`src/rtl/alu_sequencer_pkg.sv`:
```
// Shared ALU control codes and MIPS R-type funct constants for the ALU sequencer.
package alu_sequencer_pkg;

  localparam logic [5:0] FUNCT_ADD  = 6'h20;
  localparam logic [5:0] FUNCT_SUB  = 6'h22;
  localparam logic [5:0] FUNCT_AND  = 6'h24;
  localparam logic [5:0] FUNCT_OR   = 6'h25;
  localparam logic [5:0] FUNCT_XOR  = 6'h26;
  localparam logic [5:0] FUNCT_NOR  = 6'h27;
  localparam logic [5:0] FUNCT_SLT  = 6'h2A;
  localparam logic [5:0] FUNCT_NOOP = 6'h2C;

  localparam logic [2:0] CTL_AND  = 3'b000;
  localparam logic [2:0] CTL_OR   = 3'b001;
  localparam logic [2:0] CTL_ADD  = 3'b010;
  localparam logic [2:0] CTL_XOR  = 3'b011;
  localparam logic [2:0] CTL_NOR  = 3'b100;
  localparam logic [2:0] CTL_NOOP = 3'b101;
  localparam logic [2:0] CTL_SUB  = 3'b110;
  localparam logic [2:0] CTL_SLT  = 3'b111;
  // Only eight codes fit in 3 bits; ERROR parks the ALU on NOOP.
  localparam logic [2:0] CTL_ERROR = CTL_NOOP;

  function automatic logic [2:0] idle_ctl(input bit idle_noop);
    return idle_noop ? CTL_NOOP : CTL_AND;
  endfunction

endpackage

```
`src/rtl/alu_sequencer_funct.sv`:
```
// Combinational MIPS funct to ALU control encoder.
module alu_funct_encoder
  import alu_sequencer_pkg::*;
(
  input  logic [5:0] funct,
  output logic [2:0] ctl,
  output logic       illegal
);

  always_comb begin
    ctl     = CTL_ERROR;
    illegal = 1'b0;
    case (funct)
      FUNCT_ADD:  ctl = CTL_ADD;
      FUNCT_SUB:  ctl = CTL_SUB;
      FUNCT_AND:  ctl = CTL_AND;
      FUNCT_OR:   ctl = CTL_OR;
      FUNCT_XOR:  ctl = CTL_XOR;
      FUNCT_NOR:  ctl = CTL_NOR;
      FUNCT_SLT:  ctl = CTL_SLT;
      FUNCT_NOOP: ctl = CTL_NOOP;
      default:    illegal = 1'b1;
    endcase
  end

endmodule

```
`src/rtl/alu_sequencer.sv`:
```
// Sequences narrow/wide R-type operations through an external 32-bit
// combinational ALU, one or two passes per request.
module alu_sequencer
  import alu_sequencer_pkg::*;
#(
  parameter bit IDLE_NOOP = 1'b1
) (
  input  logic        clk,
  input  logic        rst_n,
  input  logic        req_valid,
  output logic        req_ready,
  input  logic [5:0]  req_funct,
  input  logic        req_wide,
  input  logic [63:0] req_a,
  input  logic [63:0] req_b,
  output logic        rsp_valid,
  input  logic        rsp_ready,
  output logic [63:0] rsp_res,
  output logic        rsp_zero,
  output logic        rsp_ovf,
  output logic        rsp_cout,
  output logic        rsp_err,
  output logic [31:0] alu_a,
  output logic [31:0] alu_b,
  output logic        alu_cin,
  output logic [2:0]  alu_ctl,
  input  logic [31:0] alu_res,
  input  logic        alu_zero,
  input  logic        alu_ovf,
  input  logic        alu_cout
);

  typedef enum logic [1:0] {IDLE, LO, HI, RESP} state_t;

  state_t      state, state_next;
  logic        started;
  logic [2:0]  enc_ctl;
  logic        enc_illegal;
  logic        accept;
  logic        req_err;
  logic        req_noop;
  logic        req_wsub;

  logic [2:0]  op_ctl;
  logic        op_wide;
  logic        op_inv_b;
  logic        op_chain;
  logic [63:0] a_q;
  logic [63:0] b_q;

  alu_funct_encoder u_enc (
    .funct   (req_funct),
    .ctl     (enc_ctl),
    .illegal (enc_illegal)
  );

  assign req_ready = started && (state == IDLE);
  assign rsp_valid = (state == RESP);
  assign accept    = req_valid && req_ready;
  assign req_err   = enc_illegal || (req_wide && (enc_ctl == CTL_SLT));
  assign req_noop  = !enc_illegal && (enc_ctl == CTL_NOOP);
  assign req_wsub  = req_wide && (enc_ctl == CTL_SUB);

  // Holds req_ready low until the first edge after reset release.
  always_ff @(posedge clk or negedge rst_n) begin
    if (!rst_n) started <= 1'b0;
    else        started <= 1'b1;
  end

  always_ff @(posedge clk or negedge rst_n) begin
    if (!rst_n) state <= IDLE;
    else        state <= state_next;
  end

  always_comb begin
    state_next = state;
    alu_a      = '0;
    alu_b      = '0;
    alu_cin    = 1'b0;
    alu_ctl    = idle_ctl(IDLE_NOOP);
    case (state)
      IDLE: begin
        if (accept) state_next = (req_err || req_noop) ? RESP : LO;
      end
      LO: begin
        alu_a      = a_q[31:0];
        alu_b      = op_inv_b ? ~b_q[31:0] : b_q[31:0];
        alu_cin    = op_inv_b;
        alu_ctl    = op_ctl;
        state_next = op_wide ? HI : RESP;
      end
      HI: begin
        // rsp_cout still holds the LO carry here and feeds the upper half.
        alu_a      = a_q[63:32];
        alu_b      = op_inv_b ? ~b_q[63:32] : b_q[63:32];
        alu_cin    = op_chain && rsp_cout;
        alu_ctl    = op_ctl;
        state_next = RESP;
      end
      RESP: begin
        if (rsp_ready) state_next = IDLE;
      end
      default: state_next = IDLE;
    endcase
  end

  always_ff @(posedge clk or negedge rst_n) begin
    if (!rst_n) begin
      op_ctl   <= CTL_NOOP;
      op_wide  <= 1'b0;
      op_inv_b <= 1'b0;
      op_chain <= 1'b0;
      a_q      <= '0;
      b_q      <= '0;
      rsp_res  <= '0;
      rsp_zero <= 1'b0;
      rsp_ovf  <= 1'b0;
      rsp_cout <= 1'b0;
      rsp_err  <= 1'b0;
    end else begin
      case (state)
        IDLE: begin
          if (accept) begin
            // Wide SUB runs as two chained ADD passes of a + ~b + 1.
            op_ctl   <= req_wsub ? CTL_ADD : enc_ctl;
            op_wide  <= req_wide;
            op_inv_b <= req_wsub;
            op_chain <= req_wide && ((enc_ctl == CTL_ADD) || (enc_ctl == CTL_SUB));
            a_q      <= req_a;
            b_q      <= req_b;
            rsp_res  <= '0;
            rsp_zero <= 1'b0;
            rsp_ovf  <= 1'b0;
            rsp_cout <= 1'b0;
            rsp_err  <= req_err;
          end
        end
        LO: begin
          rsp_res  <= {32'b0, alu_res};
          rsp_zero <= alu_zero;
          rsp_ovf  <= alu_ovf;
          rsp_cout <= alu_cout;
        end
        HI: begin
          rsp_res[63:32] <= alu_res;
          rsp_zero       <= rsp_zero && alu_zero;
          rsp_ovf        <= alu_ovf;
          rsp_cout       <= alu_cout;
        end
        default: ;
      endcase
    end
  end

endmodule
```
`config.mk`:
```
export PLATFORM = sky130hd
export DESIGN_NAME = alu_sequencer
export DESIGN_NICKNAME = d
export VERILOG_FILES = /design/src/rtl/alu_sequencer_pkg.sv /design/src/rtl/alu_sequencer_funct.sv /design/src/rtl/alu_sequencer.sv
export SDC_FILE = /design/constraint.sdc
export NUM_CORES = 1
export LEC_CHECK = 0
export BUFFER_PORTS_ARGS = -buffer_cell sky130_fd_sc_hd__buf_2
export CORE_MARGIN = 3
export CORE_UTILIZATION = 46
export CTS_CLUSTER_DIAMETER = 60
export CTS_CLUSTER_SIZE = 25
export DETAILED_ROUTE_END_ITERATION = 7
export PLACE_DENSITY = 0.8
export SETUP_SLACK_MARGIN = 0.4
export SLEW_MARGIN = 20
export SYNTH_ARGS = -nofsm -noshare
export SYNTH_HDL_FRONTEND = slang
export SYNTH_SLANG_ARGS = --single-unit
```
`constraint.sdc`:
```
create_clock -name clk -period 1.68 [get_ports clk]
set_input_delay 0 -clock clk [delete_from_list [all_inputs] [get_ports clk]]
set_output_delay 0 -clock clk [all_outputs]
set_load 0.05 [all_outputs]
```
; ---- Yosys cells after proc, flatten, opt, wreduce, memory -nomap -nowiden
; Cells that the tools add are included.
[classes]
n_eq_ne = 17
muxes = 21
n_bitwise = 2
n_reduce_logical = 22
[op_table]
columns = cell, count
row1 = $pmux W32 S2, 3
row2 = $pmux W32 S3, 1
row3 = $mux W32, 2
row4 = $mux W64, 1
row5 = $not A32 Y32, 2
row6 = $eq A6 B6 Y1 const B, 8
row7 = $pmux W3 S7, 1
row8 = $reduce_and A2 Y1, 5
row9 = $eq A3 B3 Y1 const B, 3
row10 = $logic_and A1 B1 Y1, 8
row11 = $pmux W2 S4, 1
row12 = $reduce_or A8 Y1, 1
row13 = $mux W2, 3
row14 = $mux W3, 2
row15 = $pmux W1 S2, 3
row16 = $eq A2 B2 Y1 const B, 2
row17 = $reduce_bool A2 Y1, 2
row18 = $eq A3 B2 Y1 const B, 1
row19 = $logic_or A1 B1 Y1, 3
row20 = $mux W1, 3
row21 = $pmux W1 S3, 1
row22 = $reduce_bool A3 Y1, 1
row23 = $eq A2 B1 Y1 const B, 1
row24 = $logic_not A2 Y1, 1
row25 = 3 further kinds, 3
[totals]
ff_bits = 205
in_bits = 174
out_inout_bits = 138
elab_cells = 76

; ---- Longest topological paths before layout
[depth]
word_depth = 9
mapped_depth = 8
depth_no_buf = 5

; ---- Cells and area by module
; Synthesis repeated with hierarchy kept, for this count alone.
[unflattened]
hier_cells = 784
area_unflattened_um2 = 9522.9
[modules_own_cells]
columns = mod, instances, cells_each, area_each_um2, seq_area_each_um2
row1 = alu_sequencer, 1, 769, 9426.5, 5132.4
row2 = alu_funct_encoder, 1, 15, 96.3, 0.0

; ---- Worst setup path before layout
; OpenSTA, ideal clock, no wires.
[synth_timing]
path_kind = reg2out
startpoint = register state[1]
endpoint = output alu_b[10]
arrival_time_ps = 2026
required_ps = 1680
slack_ps = -346
path_stages_with_launch = 8
n_path_buf = 3
cell_sequence = dfrtp_1 inv_1 ha_1 buf_2 buf_2 clkbuf_1 a22oi_1 nor2b_1
[synth_via]
elab_chain_len = 2
word_cells_on_any_way = 3
classes_between = eq/ne: 2 / mux: 1
[synth_lines]
columns = item, line_no
row1 = "start, declared", alu_sequencer.sv:35  ; state_t state, state_next;
row2 = "start signal, assigned", alu_sequencer.sv:72  ; else state <= state_next;
row3 = $eq A2 B2 Y1 or $eq A2 B1 Y1 (tied branches), alu_sequencer.sv:81  ; case (state)
row4 = $pmux W32 S2 (*), alu_sequencer.sv:81
row5 = "end, declared", alu_sequencer.sv:24  ; output logic [31:0] alu_b,
; Every way passes the cells marked *; elsewhere a longest branch is shown, timed or not.

; ---- Worst setup path after layout
[layout_timing]
startpoint = register op_inv_b
endpoint = output alu_b[0]
[layout_via]
elab_chain_len = 2
word_cells_on_any_way = 3
classes_between = mux: 3
[layout_lines]
columns = item, line_no
row1 = "start, declared", alu_sequencer.sv:46  ; logic op_inv_b;
row2 = "start signal, assigned", alu_sequencer.sv:127  ; op_inv_b <= req_wsub;
row3 = $mux W32 (on tied branches), "alu_sequencer.sv:95, alu_sequencer.sv:87"
row4 = $pmux W32 S2 (*), alu_sequencer.sv:81
; Marked as above.

==> impl_metrics.tcl <==
set metrics [dict create \
    drv_cap 0 \
    first_iter_violations 1375 \
    io_pins 312 \
    synth-seq-area-share 0.5366 \
    relSlewSlack 0.3751 \
    worst_pin_slew_ns 0.9373 \
    rsz0062_at_grt "yes" \
    violations "negative setup slack" \
    finalCriticalPeriod_ns 2.632 \
    synthCells 1062 \
    layout-drive-gt1-share 0.5269 \
    start_kind "flip-flop" \
    clock-sinks 205 \
    initial_core_util 0.4712 \
    grt_use_total 0.3572 \
    power.switching_mw 20.26 \
    p_clk_frac 0.127 \
    vias 12320 \
    drtPass1Iterations 7 \
    syn_avg_cell_area_um2 9.006 \
    clk_path_buf_depth 3 \
    ys_ff_latch 205 \
    fp.dieArea_um2 22560 \
    cts-htree-levels 1 \
    grt_pass1_vias 11510 \
    die_w_um 150.2 \
    grt_first_pass_wirelength_mm 62.39 \
    cts_root_buf "clkbuf_16" \
    via_per_inst 6.460 \
    yosysWarnings 0 \
    reg2reg_slack_ns -0.42 \
    hpwlAfterDp_mm 18.60 \
    cp.required_ns 1.68 \
    fin_ws_ns -0.9522 \
    synth_top_area_frac 0.5311 \
    end_kind "primary output" \
    async_flop_share 1.000 \
    drc 0 \
    cts-buffers-inserted 19 \
    ff2ff_path_depth 7 \
    wire_per_inst_um 30.78 \
    wirelength_mm 58.70 \
    die_h_um 150.2 \
    finalClockSkew_ns 0.04821 \
    final_hold_viol_count 0 \
    antenna_found_initial 5 \
    cp_cell_sequence "buf_4, xor2_1, a22oi_2, nor2b_4, buf_8" \
    critical_path_class "reg -> out" \
    arrival_ns 2.63 \
    synth_fp_nets 1241 \
    grt-ovfl-total 0 \
    max_stage_delay_ns 0.72 \
    fmax_mhz 379.9 \
    syn_to_final_growth_pct 94.62 \
    fin_crit_sh 1.567 \
    fin_nets 1800 \
    regToRegEndpoint "rsp_res[0]$_DFFE_PN0P_" \
    p_comb_frac 0.652 \
    synth.largest_area_cell "dfrtp_1" \
    path_max_fanout 11 \
    synth_top_cells_by_area "dfrtp_1, nand2_1, xor2_1, a22oi_1, nor2b_1" \
    ant_nets 0 \
    core-area_um2 20300 \
    yosys-top-cells-count "nand2_1, dfrtp_1, nor2b_1" \
    synth_edf_count 0 \
    reg2reg_from "state[0]$_DFFE_PN0P_" \
    io_buffers 311 \
    hp-class "in -> async" \
    gp_congestion 0.8181 \
    rows 52 \
    power_density_nw_per_um2 2192 \
    synth_cell_type_count 41 \
    utilization 0.9170 \
    setup_viol 242 \
    clk_latency_ns 0.56 \
    cts_tree "built" \
    yosysMostFrequentCell "nand2_1" \
    clk_pin_slew_worst_paths_ns 0.10 \
    ir_drop_uv 1915 \
    drv_slew 0 \
    switching_share 0.4967 \
    p_int_mw 20.53 \
    leakage_nw 9.455 \
    cp_slowest_cell "xor2_1" \
    grt_max_degree 57 \
    setup_tns_ns -56.32 \
    seqPwrFrac 0.221 \
    ys.flop_type "dfrtp_1" \
    syn-cell-area_um2 9564 \
    status "finished with violations" \
]
worst max-delay path by stage:
stage                                    start                     end  slack [ns]
final                     op_inv_b$_DFFE_PN0P_                alu_b[0]       -0.95
after floorplan           state[0]$_DFFE_PN0P_    op_chain$_DFFE_PN0P_        0.18
after detailed placement  state[1]$_DFFE_PN0P_  rsp_res[5]$_DFFE_PN0P_       -0.26
after global routing      op_inv_b$_DFFE_PN0P_                alu_b[0]       -0.85
after global placement    state[1]$_DFFE_PN0P_  rsp_res[1]$_DFFE_PN0P_       -0.32
after CTS                 state[0]$_DFFE_PN0P_               alu_b[26]       -0.35
state kept, by name, summed over array words and instances (netlist names), 2 cells and up:
| register | cells |
|---|---|
| a_q | 64 |
| state | 2 |
| rsp_res | 64 |
| b_q | 64 |
| op_ctl | 3 |
critical path: cells and delay by family (launching register included):
family,cells,cell delay [ns]
compound gates,1,0.23
buf+inv,2,0.46
simple gates,1,0.20
flops,1,0.49
xor+xnor,1,0.72
kinds of logic (layout without fill, tap and decap cells):
family / Yosys count / after routing / synth area share
AOI/OAI and AO/OA: 182 / 183 / 0.1304
and+or+nand+nor: 518 / 523 / 0.2270
adders and majority gates: 5 / 5 / 0.006541
xor gates and xnor gates: 65 / 65 / 0.05952
buffers and inverters: 86 / 652 / 0.03951
other: 1 / 4 / 0.0003921
DFF: 205 / 205 / 0.5366
cell type report:
type	count	area, um^2
Antenna cell	3	7.507
Clock buffer	19	475.5
Clock inverter	15	227.7
Fill cell	681	1685
Inverter	5	18.77
Multi-Input combinational cell	777	6053
Sequential cell	205	5136
Tap cell	270	337.8
Timing Repair Buffer	613	6357
cell usage in the layout (no fill, tap or decap), types with 2 or more instances in the layout:
cell type,netlist,final
nor2b_4,0,67
a22oi_2,0,64
buf_6,0,54
inv_1,5,3
clkinv_8,0,2
buf_4,5,18
buf_2,27,239
xor2_1,65,64
nand2_4,0,61
inv_16,0,6
buf_16,0,29
nor2_1,5,3
dlygate4sd3_1,0,175
inv_6,0,3
dfstp_2,2,2
diode_2,0,3
buf_12,0,33
o41ai_2,0,2
ha_4,0,3
nand2_1,426,254
nand2_2,0,111
and2_4,0,2
nor2b_1,69,2
a32o_1,2,2
nand2b_1,7,5
o21ai_2,0,48
inv_2,0,2
clkbuf_16,0,43
a21oi_2,1,2
or2_4,0,5
inv_12,0,2
a22o_1,32,32
buf_8,0,39
o21ai_1,6,18
nand2b_4,0,2
dfrtp_1,203,202
metal layers:
metal  share of wire  GRT usage  vias up
met5          0.0013          0        -
met4            0.12     0.2662        4
li1                -          -     4629
met1            0.30     0.3780     5772
met3            0.13    0.08248      586
met2            0.45     0.6193     1329
repair_timing:
item	in CTS	in global routing
hold buffers	175	0
pin swaps	113	76
hold endpoints to repair	408	0
gates cloned	25	34
buffers inserted	15	26
resized for setup	348	342
setup endpoints to repair	274	275
per-stage QoR:
step	hold slack (ns)	setup slack (ns)	area (um^2)	power [mW]	cells
6_report	0.01026	-0.9522	18610	40.79	1907
5_1_grt	0.04317	-0.8477	18610	41.51	1907
4_1_cts	0.01498	-0.3456	16460	34.56	1844
3_5_place_dp	0.009839	-0.2601	12210	24.29	1595
3_3_place_gp	0.008891	-0.3205	12200	23.87	1595
2_1_floorplan	-0.2956	0.1784	10560	21.21	1062
power by group through the flow:
stage,sequential [mW],clock (mW),combinational (mW)
finish,9.01,5.17,26.6
global route,9.11,5.27,27.1
CTS,8.42,4.90,21.2
detailed placement,8.42,0,15.9
global placement,8.32,0,15.6
floorplan,10.2,0,11.0
Note: power is estimated with default switching activity, not from simulation.
